--- src/rtl/training_sample_buffer_if.sv ---
// Host and datapath signals of the training sample buffer.
// The host drives the load and read requests. The buffer drives the handshake and the sample vectors.
interface training_sample_buffer_if #(
    parameter int unsigned DATA_W = 32,
    parameter int unsigned L1     = 2,
    parameter int unsigned L4     = 1
);
    logic                             load_start;
    logic                             wr_valid;
    logic [DATA_W-1:0]                wr_data;
    logic                             wr_ready;
    logic                             load_done;
    logic                             buf_ready;
    logic                             rd_en;
    logic [DATA_W-1:0]                rd_addr;
    logic [0:L1-1][0:0][DATA_W-1:0]   a1;
    logic [0:L4-1][0:0][DATA_W-1:0]   y;
    logic                             out_valid;
    logic                             addr_err;

    modport master (
        output load_start, wr_valid, wr_data, rd_en, rd_addr,
        input  wr_ready, load_done, buf_ready, a1, y, out_valid, addr_err
    );

    modport slave (
        input  load_start, wr_valid, wr_data, rd_en, rd_addr,
        output wr_ready, load_done, buf_ready, a1, y, out_valid, addr_err
    );
endinterface

--- src/rtl/training_sample_buffer.sv ---
// Training set store.
// The host loads the buffer word by word in sample-major order.
// The buffer then serves one sample (input vector a1 and label y) per read, with 1-cycle latency.
module training_sample_buffer #(
    parameter int unsigned DATA_W    = 32,
    parameter int unsigned L1        = 2,
    parameter int unsigned L4        = 1,
    parameter int unsigned N_SAMPLES = 4
) (
    input  logic                     clk,
    input  logic                     reset,
    training_sample_buffer_if.slave  bus
);
    localparam int unsigned WPS   = L1 + L4;
    localparam int unsigned TOTAL = N_SAMPLES * WPS;
    localparam int unsigned SW    = (N_SAMPLES > 1) ? $clog2(N_SAMPLES) : 1;
    localparam int unsigned EW    = (WPS > 1) ? $clog2(WPS) : 1;

    localparam logic [SW-1:0]     S_LAST   = SW'(N_SAMPLES - 1);
    localparam logic [EW-1:0]     E_LAST   = EW'(WPS - 1);
    localparam logic [DATA_W-1:0] N_LIMIT  = DATA_W'(N_SAMPLES);

    typedef logic [0:L1-1][0:0][DATA_W-1:0] a1_vec_t;
    typedef logic [0:L4-1][0:0][DATA_W-1:0] y_vec_t;

    typedef enum logic [1:0] {
        ST_IDLE,
        ST_LOAD,
        ST_READY
    } state_t;

    state_t        state_q, state_d;
    logic [SW-1:0] s_q, s_d;
    logic [EW-1:0] e_q, e_d;
    logic          load_done_q, load_done_d;
    logic          out_valid_q, out_valid_d;
    logic          addr_err_q, addr_err_d;
    a1_vec_t       a1_q, a1_d;
    y_vec_t        y_q, y_d;

    // Sample storage is deliberately left out of reset.
    a1_vec_t       a1_mem [N_SAMPLES];
    y_vec_t        y_mem  [N_SAMPLES];

    logic          wr_ready;
    logic          wr_accept;
    logic          rd_fire;
    logic          rd_in_range;
    logic [SW-1:0] rd_idx;

    // Handshake and read qualification.
    // A load_start in the same cycle blocks the write and the read.
    always_comb begin
        wr_ready    = (state_q == ST_LOAD) && !bus.load_start;
        wr_accept   = wr_ready && bus.wr_valid;
        rd_fire     = bus.rd_en && (state_q == ST_READY) && !bus.load_start;
        rd_in_range = (bus.rd_addr < N_LIMIT);
        rd_idx      = bus.rd_addr[SW-1:0];
    end

    // Next-state logic for the load FSM and the sample/element counters.
    always_comb begin
        state_d     = state_q;
        s_d         = s_q;
        e_d         = e_q;
        load_done_d = 1'b0;
        unique case (state_q)
            ST_IDLE: begin
                if (bus.load_start) begin
                    state_d = ST_LOAD;
                    s_d     = '0;
                    e_d     = '0;
                end
            end
            ST_LOAD: begin
                if (bus.load_start) begin
                    // Abort: restart the load from word 0. The words already stored remain in place.
                    s_d = '0;
                    e_d = '0;
                end else if (wr_accept) begin
                    if (e_q == E_LAST) begin
                        e_d = '0;
                        if (s_q == S_LAST) begin
                            state_d     = ST_READY;
                            s_d         = '0;
                            load_done_d = 1'b1;
                        end else begin
                            s_d = s_q + 1'b1;
                        end
                    end else begin
                        e_d = e_q + 1'b1;
                    end
                end
            end
            ST_READY: begin
                if (bus.load_start) begin
                    state_d = ST_LOAD;
                    s_d     = '0;
                    e_d     = '0;
                end
            end
            default: begin
                state_d = ST_IDLE;
                s_d     = '0;
                e_d     = '0;
            end
        endcase
    end

    // Read path.
    // Outputs hold between reads. An out-of-range address sets the sticky error flag.
    always_comb begin
        a1_d        = a1_q;
        y_d         = y_q;
        out_valid_d = 1'b0;
        addr_err_d  = addr_err_q;
        if (rd_fire) begin
            if (rd_in_range) begin
                a1_d        = a1_mem[rd_idx];
                y_d         = y_mem[rd_idx];
                out_valid_d = 1'b1;
            end else begin
                addr_err_d  = 1'b1;
            end
        end
    end

    // State, counter and output registers.
    always_ff @(posedge clk or posedge reset) begin
        if (reset) begin
            state_q     <= ST_IDLE;
            s_q         <= '0;
            e_q         <= '0;
            load_done_q <= 1'b0;
            out_valid_q <= 1'b0;
            addr_err_q  <= 1'b0;
            a1_q        <= '0;
            y_q         <= '0;
        end else begin
            state_q     <= state_d;
            s_q         <= s_d;
            e_q         <= e_d;
            load_done_q <= load_done_d;
            out_valid_q <= out_valid_d;
            addr_err_q  <= addr_err_d;
            a1_q        <= a1_d;
            y_q         <= y_d;
        end
    end

    // Sample storage write.
    // Elements below L1 go to the input vector. The remaining elements go to the label.
    always_ff @(posedge clk) begin
        if (wr_accept) begin
            for (int unsigned i = 0; i < L1; i++) begin
                if (e_q == EW'(i)) begin
                    a1_mem[s_q][i][0] <= bus.wr_data;
                end
            end
            for (int unsigned j = 0; j < L4; j++) begin
                if (e_q == EW'(L1 + j)) begin
                    y_mem[s_q][j][0] <= bus.wr_data;
                end
            end
        end
    end

    assign bus.wr_ready  = wr_ready;
    assign bus.load_done = load_done_q;
    assign bus.buf_ready = (state_q == ST_READY);
    assign bus.a1        = a1_q;
    assign bus.y         = y_q;
    assign bus.out_valid = out_valid_q;
    assign bus.addr_err  = addr_err_q;

endmodule

--- src/flat_wrapper.sv ---
// flat-port wrapper written by rule: the top's interface ports become plain ports
module training_sample_buffer_flat 
#(
    parameter int unsigned DATA_W    = 32,
    parameter int unsigned L1        = 2,
    parameter int unsigned L4        = 1,
    parameter int unsigned N_SAMPLES = 4
)
  (clk, reset, bus_load_start, bus_wr_valid, bus_wr_data, bus_rd_en, bus_rd_addr, bus_wr_ready, bus_load_done, bus_buf_ready, bus_a1, bus_y, bus_out_valid, bus_addr_err);
  training_sample_buffer_if #(.DATA_W(DATA_W), .L1(L1), .L4(L4)) bus_i ();
  input  logic clk;
  input  logic reset;
  input wire logic [$bits(bus_i.load_start)-1:0] bus_load_start;
  input wire logic [$bits(bus_i.wr_valid)-1:0] bus_wr_valid;
  input wire logic [$bits(bus_i.wr_data)-1:0] bus_wr_data;
  input wire logic [$bits(bus_i.rd_en)-1:0] bus_rd_en;
  input wire logic [$bits(bus_i.rd_addr)-1:0] bus_rd_addr;
  output wire logic [$bits(bus_i.wr_ready)-1:0] bus_wr_ready;
  output wire logic [$bits(bus_i.load_done)-1:0] bus_load_done;
  output wire logic [$bits(bus_i.buf_ready)-1:0] bus_buf_ready;
  output wire logic [$bits(bus_i.a1)-1:0] bus_a1;
  output wire logic [$bits(bus_i.y)-1:0] bus_y;
  output wire logic [$bits(bus_i.out_valid)-1:0] bus_out_valid;
  output wire logic [$bits(bus_i.addr_err)-1:0] bus_addr_err;
  assign bus_i.load_start = bus_load_start;
  assign bus_i.wr_valid = bus_wr_valid;
  assign bus_i.wr_data = bus_wr_data;
  assign bus_i.rd_en = bus_rd_en;
  assign bus_i.rd_addr = bus_rd_addr;
  assign bus_wr_ready = bus_i.wr_ready;
  assign bus_load_done = bus_i.load_done;
  assign bus_buf_ready = bus_i.buf_ready;
  assign bus_a1 = bus_i.a1;
  assign bus_y = bus_i.y;
  assign bus_out_valid = bus_i.out_valid;
  assign bus_addr_err = bus_i.addr_err;
  training_sample_buffer #(.DATA_W(DATA_W), .L1(L1), .L4(L4), .N_SAMPLES(N_SAMPLES)) u_core (.clk(clk), .reset(reset), .bus(bus_i));
endmodule
--- config.mk ---
export PLATFORM = sky130hd
export DESIGN_NAME = training_sample_buffer_flat
export DESIGN_NICKNAME = d
export VERILOG_FILES = /design/src/rtl/training_sample_buffer_if.sv /design/src/rtl/training_sample_buffer.sv /design/src/flat_wrapper.sv
export SDC_FILE = /design/constraint.sdc
export NUM_CORES = 1
export LEC_CHECK = 0
export ABC_AREA = 1
export CAP_MARGIN = 30
export CORE_ASPECT_RATIO = 1.4
export CORE_MARGIN = 2
export CORE_UTILIZATION = 55
export CTS_CLUSTER_DIAMETER = 200
export DETAILED_ROUTE_END_ITERATION = 8
export PLACE_DENSITY = 0.75
export SYNTH_ARGS = -nofsm -noshare
export SYNTH_HDL_FRONTEND = slang
export SYNTH_SLANG_ARGS = --single-unit
--- constraint.sdc ---
create_clock -name clk -period 8.9 [get_ports clk]
set_clock_uncertainty 0.05 [all_clocks]
set_input_delay 2.67 -clock clk [delete_from_list [all_inputs] [get_ports clk]]
set_output_delay 2.67 -clock clk [all_outputs]
set_load 0.02 [all_outputs]
==> flow_metrics.tcl, run 1 <==
set metrics [dict create \
    outcome "complete, no violations" \
    post_synth.cell_area_avg_sq_um 12.8 \
    combPwrFrac 0.065 \
    p_sw_mw 1.01 \
    die_y_microns 222 \
    routedWlPerCell_microns 20.2 \
    r2r_cells 5 \
    clock_latency_ns 0.55 \
    critical_path.startpoint "bus_load_start" \
    netlist_instances 1461 \
    cts_hold_buf 0 \
    critPathLaunchType "input pin" \
    fin_crit_sh 0.753 \
    grt_use_total 0.237 \
    io_pins 170 \
    synth_nets 1534 \
    tns_ns 0 \
    p_sw_frac 0.215 \
    h-tree-depth 2 \
    hold_ws_ns 0.420 \
    p_leak_nw 8.19 \
    ys_warn_count 0 \
    min_period_ns 6.70 \
    initial_core_util 0.554 \
    synth-seq-cells 489 \
    seq_area_frac_synth 0.756 \
    seq_power_share 0.549 \
    worstPathArrival_ns 3.98 \
    rows 80 \
    maxSlewHeadroom 0.303 \
    synth.distinct_cells 24 \
    maxSlewViolCount 0 \
    gp_congestion 0.771 \
    cts-resized-gates 0 \
    holdPathEnd "u_core.bus.a1[1]" \
    grt_pass1_wl_microns 65400 \
    dr.pass1.iters 5 \
    n_antenna_cell 0 \
    hold_path.class "reg2reg" \
    cts_buffer_depth 3 \
    p_clk_frac 0.387 \
    post-cts-setup-buffers 0 \
    nFillCells 2442 \
    numCtsBuffers 43 \
    path_class "in2out" \
    drc_errors 0 \
    end_kind "output pin" \
    root_buffer "clkbuf_16" \
    tightest_slew_ns 1.05 \
    critPathRequiredTime_ns 6.18 \
    powerDensity_mw_per_mm2 210 \
    seq_area_sq_mm 0.0142 \
    r2r-end "u_core.bus.a1[21]" \
    dr.first_iter.drc_count 1151 \
    grt_start_max_net_pins 116 \
    wl_microns 42200 \
    dpl.hpwl_microns 23900 \
    hold_viol_final 0 \
    grt_remaining_overflow 0 \
    die_w_microns 160 \
    syn2layout_area_growth_pct 18.9 \
    max_freq_ghz 0.149 \
    critPathMaxFanout 4 \
    clkSinkCount 489 \
    syn_area_sq_mm 0.0187 \
    final_nets 1679 \
    cellInternalPower_mw 3.67 \
    drv_cap 0 \
    setup_viol 0 \
    die_area_sq_mm 0.0356 \
    cts_tree "yes" \
    rr_startpoint "u_core.state_q[0]" \
    ir_drop_uv 141 \
    grt_antenna_before_repair 0 \
    multi_input_area_sq_mm 0.00405 \
    port_buffers 169 \
    core_region_area_sq_mm 0.0338 \
    rsz0062_at_grt "false" \
    hp-start "u_core.bus.a1[1]" \
    ant_nets 0 \
    drive_above_1_share 0.0848 \
    grt_pass1_vias 11900 \
    num_vias 12000 \
    hold_depth 2 \
    drt-vias-per-instance 5.76 \
    clkTransAtPathRegs_ns 0.06 \
    r2r_slack_ns 6.40 \
]
## layer usage
layer / vias up / wire (microns) / global-route usage
met2: 534 / 21100 / 0.402
met4: 0 / 1490 / 0.105
met1: 5908 / 16600 / 0.308
li1: 5507 / - / -
met5: - / 0 / 0
met3: 94 / 3070 / 0.0330
## power groups by stage
| stage | Combinational [mW] | Sequential, mW | Clock (mW) |
|---|---|---|---|
| after floorplan | 0.161 | 2.61 | 0 |
| after global placement | 0.287 | 2.61 | 0 |
| after detailed placement | 0.304 | 2.62 | 0 |
| after CTS | 0.306 | 2.57 | 1.83 |
| after global routing | 0.334 | 2.57 | 1.91 |
| final | 0.303 | 2.57 | 1.81 |
## stage by stage
stage	std cells	power, mW	setup slack (ns)	util	area, sq um
final	2091	4.68	2.20	0.658	22300
after floorplan	1461	2.77	3.23	-	18700
after global placement	2005	2.90	2.20	0.612	20700
after CTS	2090	4.70	2.19	0.658	22200
after global routing	2091	4.82	2.10	0.658	22300
after detailed placement	2011	2.92	2.20	0.617	20900
## cells in the mapped netlist
cell,n,area (sq um)
o22ai_1,98,613
buf_4,12,90.1
o21bai_1,1,7.51
nand3_1,102,510
o21ai_1,88,440
nor2_1,228,856
o21ai_0,110,551
nor2_2,1,6.26
inv_1,24,90.1
edfxtp_1,384,11500
nand2_2,29,181
nand2_1,184,691
ha_1,4,50.1
clkbuf_1,31,116
buf_8,3,45.0
nor2_8,1,20.0
or2_4,1,8.76
buf_2,37,185
nand3_4,1,17.5
buf_6,4,45.0
buf_1,5,18.8
nor2_4,1,11.3
dfrtp_1,105,2630
inv_2,7,26.3
## worst max-delay path by stage
stage / endpoint / cells after the start
final: bus_wr_ready / 5
after global routing: bus_wr_ready / 5
after CTS: bus_wr_ready / 5
after detailed placement: bus_wr_ready / 5
after global placement: bus_wr_ready / 5
after floorplan: bus_wr_ready / 3
## cell type report
| cell class | count | share of cell area |
|---|---|---|
| flip-flops and latches | 489 | 0.636 |
| multi-input cells | 849 | 0.182 |
| repair buffers | 192 | 0.0898 |
| clock buffers | 64 | 0.0564 |
| well taps | 451 | 0.0253 |
| inverters | 31 | 0.00556 |
| clock inverters | 15 | 0.00528 |
## flip-flops by register name, indices dropped and copies added, names as in the netlist
name / flops
u_core.state_q: 2
u_core.bus.y: 32
u_core.a1_mem: 256
u_core.bus.load_done: 1
u_core.e_q: 2
u_core.bus.addr_err: 1
u_core.bus.out_valid: 1
u_core.s_q: 2
u_core.y_mem: 128
u_core.bus.a1: 64
## cell usage in the layout (no fill, tap or decap), types with 2 or more instances in the layout
cell type	instances
nand2_1	184
buf_16	7
inv_1	23
clkinv_1	6
o21ai_0	110
clkinv_2	7
nor2_1	216
clkbuf_1	13
o21ai_1	88
nor2_4	13
nand3_1	102
nand2_2	29
dfrtp_1	105
o22ai_1	98
inv_2	6
bufinv_16	2
clkbuf_16	45
edfxtp_1	384
ha_1	4
clkbuf_8	6
clkdlybuf4s50_1	167
buf_4	16
## logic make-up (layout without fill, tap and decap cells)
kind of cell               Yosys count  after routing  synth area share
buffers and inverters              123            302            0.0329
DFF                                489            489             0.756
AOI/OAI and AO/OA                  297            297            0.0860
and+or+nand+nor                    548            548             0.123
adders and majority gates            4              4           0.00267
## critical path, cell delays in order
cell and delay, ns:
clkdlybuf4s50_1 0.42, inv_1 0.08, nand3_1 0.11, inv_2 0.10, clkdlybuf4s50_1 0.60
Note: power is estimated with default switching activity, not from simulation.
==> run 2, diff against run 1 <==
--- a/config.mk
+++ b/config.mk
@@ -9,10 +9,10 @@
 export CAP_MARGIN = 30
 export CORE_ASPECT_RATIO = 1.4
 export CORE_MARGIN = 2
-export CORE_UTILIZATION = 55
+export CORE_UTILIZATION = 52
 export CTS_CLUSTER_DIAMETER = 200
 export DETAILED_ROUTE_END_ITERATION = 8
-export PLACE_DENSITY = 0.75
+export PLACE_DENSITY = 0.74
 export SYNTH_ARGS = -nofsm -noshare
 export SYNTH_HDL_FRONTEND = slang
 export SYNTH_SLANG_ARGS = --single-unit
==> constraint.sdc (replaced) <==
create_clock -name clk -period 6 [get_ports clk]
set_clock_uncertainty 0.05 [all_clocks]
set_input_delay 1.8 -clock clk [delete_from_list [all_inputs] [get_ports clk]]
set_output_delay 1.8 -clock clk [all_outputs]
set_load 0.02 [all_outputs]
==> flow_metrics.tcl, run 2 (same netlist as run 1, synthesis figures left out) <==
set metrics [dict create \
    end_kind "output pin" \
    root_buffer "clkbuf_16" \
    setup_viol 0 \
    path_common_cell "clkdlybuf4s50_1" \
    slowest_stage "clkdlybuf4s50_1" \
    slowest_delay_ns 0.60 \
    final_core_util 0.633 \
    powerDensity_mw_per_mm2 317 \
    clkTransAtPathRegs_ns 0.06 \
    die_w_microns 164 \
    tns_ns 0 \
    maxSlewViolCount 0 \
    cts_hold_buf 0 \
    critPathLaunchType "input pin" \
    setup_slack_ns 1.03 \
    min_period_ns 4.97 \
    rows 82 \
    n_antenna_cell 0 \
    fin_crit_sh 0.829 \
    io_pins 170 \
    drive_above_1_share 0.0943 \
    r2r_slack_ns 3.42 \
    r2r_cells 6 \
    post_dp_cell_area_sq_mm 0.0211 \
    p_leak_nw 8.32 \
    final_common_cell "edfxtp_1" \
    outcome "complete, no violations" \
    hold_path.class "reg2reg" \
    cts-resized-gates 0 \
    cts_buffer_depth 3 \
    routedWlPerCell_microns 20.5 \
    drv_cap 0 \
    hold_viol_final 0 \
    grt_pass1_wl_microns 66200 \
    worstPathArrival_ns 3.12 \
    r2r-end "u_core.y_mem[3][20]" \
    critPathRequiredTime_ns 4.15 \
    ant_nets 0 \
    final_cell_mix "edfxtp_1 (384), nor2_1 (216), nand2_1 (184)" \
    grt_antenna_before_repair 0 \
    rsz0062_at_grt "false" \
    dpl.hpwl_microns 26500 \
    grt_use_total 0.230 \
    worstPathCellList "clkdlybuf4s50_1 > inv_1 > nand3_1 > inv_2 > clkdlybuf4s50_1" \
    dr.pass1.iters 5 \
    h-tree-depth 2 \
    final_nets 1683 \
    regMostFlops "u_core.a1_mem" \
    port_buffers 169 \
    post-cts-setup-buffers 0 \
    numCtsBuffers 43 \
    core_region_area_sq_mm 0.0357 \
    grt_remaining_overflow 0 \
    num_vias 12000 \
    grt_start_max_net_pins 121 \
    dr.first_iter.drc_count 1192 \
    cts_tree "yes" \
    drc_errors 0 \
    path_class "in2out" \
    tightest_slew_ns 0.885 \
    clkSinkCount 489 \
    ir_drop_uv 221 \
    max_freq_ghz 0.201 \
    rr_startpoint "u_core.state_q[1]" \
    critPathMaxFanout 4 \
    hp-start "u_core.bus.y[0]" \
    initial_core_util 0.525 \
    grt_pass1_vias 12100 \
    layout.cells.non_filler 2106 \
    largest_reg_flops 256 \
    holdPathEnd "u_core.bus.y[0]" \
    gp_congestion 0.773 \
    syn2layout_area_growth_pct 20.7 \
    maxSlewHeadroom 0.408 \
    hold_depth 2 \
    die_area_sq_mm 0.0376 \
    wl_microns 43200 \
    die_y_microns 229 \
    pre_cts_ws_ns 1.03 \
    final_area_sq_mm 0.0226 \
    drt-vias-per-instance 5.69 \
    clock_latency_ns 0.54 \
    dp.cells 2026 \
]
==> run 2: cell types whose count changed in the layout (fill, tap and decap cells not counted), sizes merged <==
| cell | delta |
|---|---|
| buf | +4 |
| bufinv | +4 |
| clkbuf | -12 |
| clkinv | +3 |
| clkinvlp | +3 |
| inv | +2 |
==> run 2: worst max-delay path: cells and delay by family <==
family / cells / cell delay (ns)
buffers and inverters: 4 / 1.21
and+or+nand+nor: 1 / 0.12
==> run 2: worst max-delay path by stage <==
stage                    from          endpoint  cells after the start  slack, ns
4_1_cts        bus_load_start      bus_wr_ready                      5       1.02
3_3_place_gp   bus_load_start      bus_wr_ready                      5       1.02
6_report       bus_load_start      bus_wr_ready                      5       1.03
3_5_place_dp   bus_load_start      bus_wr_ready                      5       1.03
2_1_floorplan           reset  u_core.bus.a1[0]                      1       1.39
5_1_grt        bus_load_start      bus_wr_ready                      5       0.94
==> run 2: per-stage QoR <==
stage,power (mW),hold slack [ns]
CTS,7.20,0.425
global placement,4.30,0.404
floorplan,4.12,0.450
global route,7.39,0.444
detailed placement,4.36,0.408
finish,7.18,0.420
==> run 2: where the power goes <==
part	switching [mW]	internal, mW
logic	0.327	0.149
clock network	1.22	1.68
registers	0.0303	3.78
==> run 2: area by class of cell <==
class	instances	area [sq um]
sequential	489	14200
fill	2647	13100
multi-input combinational	849	4050
timing repair buffer	196	2210
clock buffer	52	1180
tap	462	578
clock inverter	27	307
inverter	31	125
==> run 2: metal layers <==
metal  vias to the layer above  global-route usage  share of wire
met1                      5879               0.300           0.39
met3                        94              0.0305          0.068
met2                       502               0.386           0.51
met4                         0               0.104          0.039
li1                       5515                   -              -
met5                         -                   0              0
